## config.mk

```make
export PLATFORM = sky130hd
export DESIGN_NAME = aes_inv_key_schedule_flat
export DESIGN_NICKNAME = d
export VERILOG_FILES = /design/src/rtl/aes_inv_key_schedule_if.sv /design/src/rtl/aes_inv_key_schedule.sv /design/src/flat_wrapper.sv
export SDC_FILE = /design/constraint.sdc
export NUM_CORES = 2
export LEC_CHECK = 0
export BUFFER_PORTS_ARGS = -buffer_cell sky130_fd_sc_hd__buf_2
export CAP_MARGIN = 20
export CORE_MARGIN = 2
export CORE_UTILIZATION = 51
export CTS_CLUSTER_SIZE = 25
export DETAILED_ROUTE_END_ITERATION = 6
export HOLD_SLACK_MARGIN = 0.12
export PLACE_DENSITY = 0.68
export SETUP_SLACK_MARGIN = 0.4
export SYNTH_ARGS = -nofsm -noshare
export SYNTH_HDL_FRONTEND = slang
export SYNTH_SLANG_ARGS = --single-unit
```

## constraint.sdc

```tcl
create_clock -name clk -period 21.6 [get_ports clk]
set_clock_uncertainty 0.1 [all_clocks]
set_input_delay 1.08 -clock clk [delete_from_list [all_inputs] [get_ports clk]]
set_output_delay 1.08 -clock clk [all_outputs]
set_load 0.01 [all_outputs]
```

## src/rtl/aes_inv_key_schedule_if.sv

```systemverilog
// Key-in / round-key-out handshake bundle for the AES-128 inverse key schedule.
interface aes_inv_key_schedule_if;
  logic         key_valid;
  logic         key_ready;
  logic [127:0] key_in;
  logic         rk_valid;
  logic         rk_ready;
  logic [127:0] rk_data;
  logic [3:0]   rk_round;
  logic         rk_last;

  modport master (
    output key_valid, key_in, rk_ready,
    input  key_ready, rk_valid, rk_data, rk_round, rk_last
  );

  modport slave (
    input  key_valid, key_in, rk_ready,
    output key_ready, rk_valid, rk_data, rk_round, rk_last
  );
endinterface

```

## src/rtl/aes_inv_key_schedule.sv

```systemverilog
// Iterative AES-128 inverse key schedule: emits round keys NR..0 on a valid/ready stream.
// Optional INV_KS_SBOX_PIPE_EN inserts a register after the Sbox (one key per two cycles).

// Combinational AES Sbox: GF(2^8) inverse followed by the affine transform.
module aes_sbox (
  input  logic [7:0] in_byte,
  output logic [7:0] out_byte
);
  function automatic logic [7:0] gf_mul(input logic [7:0] a, input logic [7:0] b);
    logic [7:0] p;
    logic [7:0] aa;
    p  = 8'h00;
    aa = a;
    for (int i = 0; i < 8; i++) begin
      if (b[i]) begin
        p = p ^ aa;
      end else begin
        p = p;
      end
      if (aa[7]) begin
        aa = {aa[6:0], 1'b0} ^ 8'h1b;
      end else begin
        aa = {aa[6:0], 1'b0};
      end
    end
    return p;
  endfunction

  // x^254 is the multiplicative inverse, with 0 mapping to 0.
  function automatic logic [7:0] gf_inv(input logic [7:0] a);
    logic [7:0] sq;
    logic [7:0] res;
    sq  = a;
    res = 8'h01;
    for (int k = 1; k < 8; k++) begin
      sq  = gf_mul(sq, sq);
      res = gf_mul(res, sq);
    end
    return res;
  endfunction

  function automatic logic [7:0] affine(input logic [7:0] x);
    return x ^ {x[6:0], x[7]} ^ {x[5:0], x[7:6]} ^ {x[4:0], x[7:5]}
             ^ {x[3:0], x[7:4]} ^ 8'h63;
  endfunction

  logic [7:0] inv_s;

  // Substitution value for one byte.
  always_comb begin
    inv_s    = gf_inv(in_byte);
    out_byte = affine(inv_s);
  end
endmodule

module aes_inv_key_schedule #(
  parameter int NR         = 10,
  parameter bit EMIT_FIRST = 1'b1
) (
  input  logic                   clk,
  input  logic                   rst,
  aes_inv_key_schedule_if.slave  ks,
  output logic                   busy
);
  typedef enum logic [1:0] {IDLE = 2'd0, EMIT = 2'd1, PIPE = 2'd2} state_t;

  function automatic logic [7:0] rcon(input logic [3:0] round);
    logic [7:0] r;
    case (round)
      4'd10:   r = 8'h36;
      4'd9:    r = 8'h1b;
      4'd8:    r = 8'h80;
      4'd7:    r = 8'h40;
      4'd6:    r = 8'h20;
      4'd5:    r = 8'h10;
      4'd4:    r = 8'h08;
      4'd3:    r = 8'h04;
      4'd2:    r = 8'h02;
      4'd1:    r = 8'h01;
      default: r = 8'h00;
    endcase
    return r;
  endfunction

  // Undo one expansion round; sub is SubWord(RotWord(w3 ^ w2)) of the input key.
  function automatic logic [127:0] inv_step(input logic [127:0] key, input logic [31:0] sub,
                                            input logic [3:0] round);
    logic [31:0] p0, p1, p2, p3;
    p3 = key[31:0]   ^ key[63:32];
    p2 = key[63:32]  ^ key[95:64];
    p1 = key[95:64]  ^ key[127:96];
    p0 = key[127:96] ^ sub ^ {rcon(round), 24'h000000};
    return {p0, p1, p2, p3};
  endfunction

  state_t       state_r;
  logic         rk_valid_r;
  logic [127:0] rk_data_r;
  logic [3:0]   rk_round_r;
  logic         rk_last_r;
  logic         busy_r;
  logic [127:0] src_key_s;
  logic [31:0]  rot_s;
  logic [31:0]  sub_s;
`ifdef INV_KS_SBOX_PIPE_EN
  logic [31:0]  sub_r;
  logic [127:0] pipe_key_s;
`else
  logic [3:0]   src_round_s;
  logic [127:0] next_key_s;
`endif

  // While idle the Sbox looks at the incoming key so EMIT_FIRST=0 can step it on accept.
  always_comb begin
    if (state_r == IDLE) begin
      src_key_s = ks.key_in;
    end else begin
      src_key_s = rk_data_r;
    end
    rot_s = {src_key_s[23:0] ^ src_key_s[55:32], src_key_s[31:24] ^ src_key_s[63:56]};
  end

  for (genvar i = 0; i < 4; i++) begin : g_sbox
    aes_sbox u_sbox (
      .in_byte  (rot_s[8*i +: 8]),
      .out_byte (sub_s[8*i +: 8])
    );
  end

`ifdef INV_KS_SBOX_PIPE_EN
  // Second half of the split step, fed from the registered Sbox word.
  always_comb begin
    pipe_key_s = inv_step(rk_data_r, sub_r, rk_round_r);
  end
`else
  // Single-cycle step from whichever key the Sbox is looking at.
  always_comb begin
    if (state_r == IDLE) begin
      src_round_s = 4'(NR);
    end else begin
      src_round_s = rk_round_r;
    end
    next_key_s = inv_step(src_key_s, sub_s, src_round_s);
  end
`endif

  // Sequencer: accept a key, then walk the rounds down to 0 under rk_ready.
  always_ff @(posedge clk) begin
    if (rst) begin
      state_r    <= IDLE;
      rk_valid_r <= 1'b0;
      rk_data_r  <= 128'h0;
      rk_round_r <= 4'd0;
      rk_last_r  <= 1'b0;
      busy_r     <= 1'b0;
`ifdef INV_KS_SBOX_PIPE_EN
      sub_r      <= 32'h0;
`endif
    end else begin
      case (state_r)
        IDLE: begin
          if (ks.key_valid) begin
            busy_r <= 1'b1;
            if (EMIT_FIRST) begin
              rk_data_r  <= ks.key_in;
              rk_round_r <= 4'(NR);
              rk_last_r  <= 1'b0;
              rk_valid_r <= 1'b1;
              state_r    <= EMIT;
            end else begin
`ifdef INV_KS_SBOX_PIPE_EN
              rk_data_r  <= ks.key_in;
              rk_round_r <= 4'(NR);
              sub_r      <= sub_s;
              rk_valid_r <= 1'b0;
              state_r    <= PIPE;
`else
              rk_data_r  <= next_key_s;
              rk_round_r <= 4'(NR) - 4'd1;
              rk_last_r  <= (4'(NR) == 4'd1);
              rk_valid_r <= 1'b1;
              state_r    <= EMIT;
`endif
            end
          end else begin
            rk_valid_r <= 1'b0;
          end
        end
        EMIT: begin
          if (ks.rk_ready) begin
            if (rk_round_r == 4'd0) begin
              rk_valid_r <= 1'b0;
              rk_last_r  <= 1'b0;
              busy_r     <= 1'b0;
              state_r    <= IDLE;
            end else begin
`ifdef INV_KS_SBOX_PIPE_EN
              sub_r      <= sub_s;
              rk_valid_r <= 1'b0;
              state_r    <= PIPE;
`else
              rk_data_r  <= next_key_s;
              rk_round_r <= rk_round_r - 4'd1;
              rk_last_r  <= (rk_round_r == 4'd1);
              rk_valid_r <= 1'b1;
`endif
            end
          end else begin
            rk_valid_r <= rk_valid_r;
          end
        end
        PIPE: begin
`ifdef INV_KS_SBOX_PIPE_EN
          rk_data_r  <= pipe_key_s;
          rk_round_r <= rk_round_r - 4'd1;
          rk_last_r  <= (rk_round_r == 4'd1);
          rk_valid_r <= 1'b1;
          state_r    <= EMIT;
`else
          rk_valid_r <= 1'b0;
          busy_r     <= 1'b0;
          state_r    <= IDLE;
`endif
        end
        default: begin
          rk_valid_r <= 1'b0;
          rk_last_r  <= 1'b0;
          busy_r     <= 1'b0;
          state_r    <= IDLE;
        end
      endcase
    end
  end

  assign ks.key_ready = (state_r == IDLE);
  assign ks.rk_valid  = rk_valid_r;
  assign ks.rk_data   = rk_data_r;
  assign ks.rk_round  = rk_round_r;
  assign ks.rk_last   = rk_last_r;
  assign busy         = busy_r;
endmodule
```

## src/flat_wrapper.sv

```systemverilog
// flat-port wrapper written by rule: the top's interface ports become plain ports
module aes_inv_key_schedule_flat 
#(
  parameter int NR         = 10,
  parameter bit EMIT_FIRST = 1'b1
)
  (clk, rst, busy, ks_key_valid, ks_key_in, ks_rk_ready, ks_key_ready, ks_rk_valid, ks_rk_data, ks_rk_round, ks_rk_last);
  aes_inv_key_schedule_if ks_i ();
  input  logic clk;
  input  logic rst;
  output logic busy;
  input wire logic [$bits(ks_i.key_valid)-1:0] ks_key_valid;
  input wire logic [$bits(ks_i.key_in)-1:0] ks_key_in;
  input wire logic [$bits(ks_i.rk_ready)-1:0] ks_rk_ready;
  output wire logic [$bits(ks_i.key_ready)-1:0] ks_key_ready;
  output wire logic [$bits(ks_i.rk_valid)-1:0] ks_rk_valid;
  output wire logic [$bits(ks_i.rk_data)-1:0] ks_rk_data;
  output wire logic [$bits(ks_i.rk_round)-1:0] ks_rk_round;
  output wire logic [$bits(ks_i.rk_last)-1:0] ks_rk_last;
  assign ks_i.key_valid = ks_key_valid;
  assign ks_i.key_in = ks_key_in;
  assign ks_i.rk_ready = ks_rk_ready;
  assign ks_key_ready = ks_i.key_ready;
  assign ks_rk_valid = ks_i.rk_valid;
  assign ks_rk_data = ks_i.rk_data;
  assign ks_rk_round = ks_i.rk_round;
  assign ks_rk_last = ks_i.rk_last;
  aes_inv_key_schedule #(.NR(NR), .EMIT_FIRST(EMIT_FIRST)) u_core (.clk(clk), .rst(rst), .ks(ks_i), .busy(busy));
endmodule
```

==> results.txt <==
----------------------------------------------------
[Floorplanning]
  Core box area ... between 0.1 and 0.15 sq mm
  Number of placement rows ... around 130
  Starting density of the core ... 0.513
  Die Span X ... around 360 um
  Die outline area ... ~0.13 sq mm
  Top Ports ... ~270
  Die Height ... ~360 um

[Detailed routing]
  Routed via count ... 61,896
  Post-detailed-routing wire length ... between 200 and 250 mm
  Count of unresolved DRC violations after routing ... 11
  Vias per Instance ... just over 6
  WL per Instance ... ~20 um
  Count of antenna-violating nets left after detailed routing ... 0
  Drt initial violations ... between 6,000 and 7,000
  DR pass1 iterations ... 7

[Clock network]
  Number of buffers added by the clock tree synthesis step ... 17
  CTS H-tree lvls ... 4
  Max Buffers Root-to-Sink ... 2
  Total of cells resized after clock tree synthesis ... 0
  Skew-Pair Late Insertion Delay ... 0.54 ns
  Hold buffer count at cts ... 0
  Clock slew at the register clock pins of the worst setup and hold paths ... ~0.09 ns
  Clk sink count ... approximately 140
  Clock Tree Root ... clkbuf_16
  TritonCTS clock tree ... done
  Postcts setup bufs ... 0

[Timing]
  Fin. Hold Viols ... 0
  Slew margin rel. ... 0.220
  TNS Setup ... 0 ns
  Achievable frequency ... ~50 MHz
  Share of the cycle needed by the critical path after routing ... 0.920
  Final critical path time including I/O delays and setup ... a little under 20 ns
  Final setup violation count ... 0
  Worst Max-Slew Pin Slew ... approximately 1.2 ns
  RSZ-0062 raised after global routing ... no
  Max Slew Vio Count ... 0

[Yosys]
  Gate count of the mapped netlist ... approximately 8,400
  XOR/XNOR share of the synthesized area ... 0.471
  Number of flops mapped to enable cells by yosys ... 0
  Average size of a mapped cell ... about 7.5 sq um
  Adder-Cell Fraction of Synth Area ... 0.00558
  Portion of the post-synthesis area used by sequential elements ... 0.0426
  Post-Synth Simple-Gate Area ... 0.196
  Unique cell type count in the Yosys netlist ... approximately 120
  Cell type with the largest total area after synthesis ... xnor2_1
  Primary FF master, synth ... dfxtp_1
  Top cells by area in the synthesized netlist ... xnor2_1, xnor3_1, nor2_1, xor2_1, nand2_1
  Area share of the leading cell type in the synthesized netlist ... 0.213
  Syn nets ... ~8,600
  Combinational family with the most area after synthesis ... XOR/XNOR gates
  Share of async-settable or async-resettable flops after synthesis ... 0
  Mux contribution to synthesized area ... 0.0528
  Synthesized-area fraction occupied by ao, oa, aoi and oai cells ... 0.189
  Register bit count reported by yosys ... approximately 140
  Number of warning messages in the yosys log ... 0
  Synth Cell Area ... roughly 0.063 sq mm

[Final layout]
  Number of inserted filler cells in the final layout ... ~12,000
  Leading cell types in the layout, fill and taps excluded ... xnor2_1, nor2_1, nand2_1, a21oi_1, xor2_1
  Leading cell type in the layout, fill and taps excluded ... xnor2_1
  P&R area growth vs syn ... 6.29%
  Share of post-route cells with drive strength above 1 ... 0.116
  Post-layout net count ... 8,559

[Run status]
  Result of the run ... finished with violations
  Violations in the final reports ... DRC

[Global routing]
  Maximum number of pins on one net before global-route repair ... between 90 and 100
  Via count of the first global-routing pass ... roughly 56,000
  First-pass GRT wire length ... about 320 mm
  Total routing usage reported by global routing ... 0.310
  Grt ovf ... 0
  Antenna violations before repair ... 15

[Place]
  Port Buffers ... about 270
  Final Wtd Congestion ... 0.943
  HPWL Detailed ... ~150 mm

[Critical path]
  Endpoint required time on the critical path ... between 20 and 25 ns
  Capturing element type of the critical path ... register
  Data arrival at the endpoint of the critical path ... a little over 20 ns
  Maximum fanout encountered on the critical timing path ... 93
  Category of the critical setup timing path ... register to register
  Largest stage delay on the critical path ... 0.91 ns
  Highest-delay cell along the critical path ... xnor3_1
  CP Launch Type ... register
  Cell seen most often among critical-path stages ... xnor2_1

[Run]
  Maximum Capacitance Violations ... 0

[Hold path]
  Worst hold-check path type ... register to register

----------------------------------------------------
==> stage by stage <==
step	setup WS, ns	instances	utilization	cell area (sq um)	hold WS [ns]
after detailed placement	1.54	10015	0.540	66800	0.368
after global routing	0.445	10059	0.546	67500	0.404
after global placement	2.05	10015	0.540	66800	0.357
after floorplan	4.97	8418	-	63500	0.388
final	1.72	10060	0.546	67500	0.381
after CTS	1.87	10047	0.545	67400	0.379
==> critical path: cells and delay by family, from the launching register on <==
family	cells	cell delay, ns
buffers and inverters	6	1.79
muxes	3	1.11
AOI/OAI and AO/OA	2	0.49
and+or+nand+nor	8	1.33
xor gates and xnor gates	33	12.95
adders and majority gates	2	1.24
DFF	1	0.49
==> flip-flops by register name (all words and copies together), names as in the netlist <==
| name | flops |
|---|---|
| u_core.ks.rk_data | 128 |
| u_core.ks.rk_round | 4 |
| u_core.ks.rk_last | 1 |
| u_core.ks.rk_valid | 1 |
| u_core.state_r | 1 |
==> logic make-up after synthesis <==
family / Yosys count
XOR/XNOR: 2546
adder cells (fa/ha/maj): 29
buffers and inverters: 630
multiplexers: 309
flip-flops: 135
AO/OA/AOI/OAI: 1867
AND/OR/NAND/NOR: 2902
==> synthesized netlist by cell type, types with 23 or more instances <==
cell and count:
a211oi_1 76, a21o_1 28, a21oi_1 596, a221oi_1 41, a22oi_1 94, a31oi_1 66
and2_1 46, and3_1 37, buf_1 41, buf_2 109, clkbuf_1 365, dfxtp_1 135
ha_1 25, inv_1 60, mux2_2 50, mux2i_1 234, nand2_1 801, nand2b_1 55
nand3_1 171, nor2_1 1370, nor2b_1 48, nor3_1 187, nor4_1 23, o211ai_1 74
o21a_1 27, o21ai_0 359, o21ai_1 29, o221ai_1 26, o22ai_1 98, o2bb2ai_1 54
o31ai_1 28, o32ai_1 25, or3_1 43, xnor2_1 1541, xnor2_2 86, xnor2_4 27
xnor3_1 329, xnor3_2 41, xor2_1 421, xor2_2 34, xor3_1 48
==> layer usage <==
metal	part of all wire	routed length, um	global-route usage
met1	0.44	89800	0.439
met2	0.45	92100	0.487
met3	0.089	18400	0.0433
met4	0.028	5820	0.0954
met5	0.000082	17	0
==> path summary, 6_finish.rpt <==
path,start,end,slack (ns),cells after the start
max,u_core.state_r[0],u_core.ks.rk_data[116],1.72,54
max reg2reg,u_core.state_r[0],u_core.ks.rk_data[116],1.72,54
min,u_core.ks.rk_last,u_core.ks.rk_last,0.38,2
min reg2reg,u_core.ks.rk_last,u_core.ks.rk_last,0.38,2
==> area by class of cell <==
class,instances,area [sq um],area share
Sequential cell,135,2710,0.0401
Clock inverter,15,178,0.00263
Multi-Input combinational cell,7653,58600,0.868
Clock buffer,17,425,0.00630
Tap cell,1637,2050,0.0304
Inverter,78,300,0.00445
Timing Repair Buffer,517,3230,0.0479
Antenna cell,8,20.0,0.000297
Power is not shown: default switching activity piles up to over one toggle a cycle in this logic, so the estimate is an artifact.
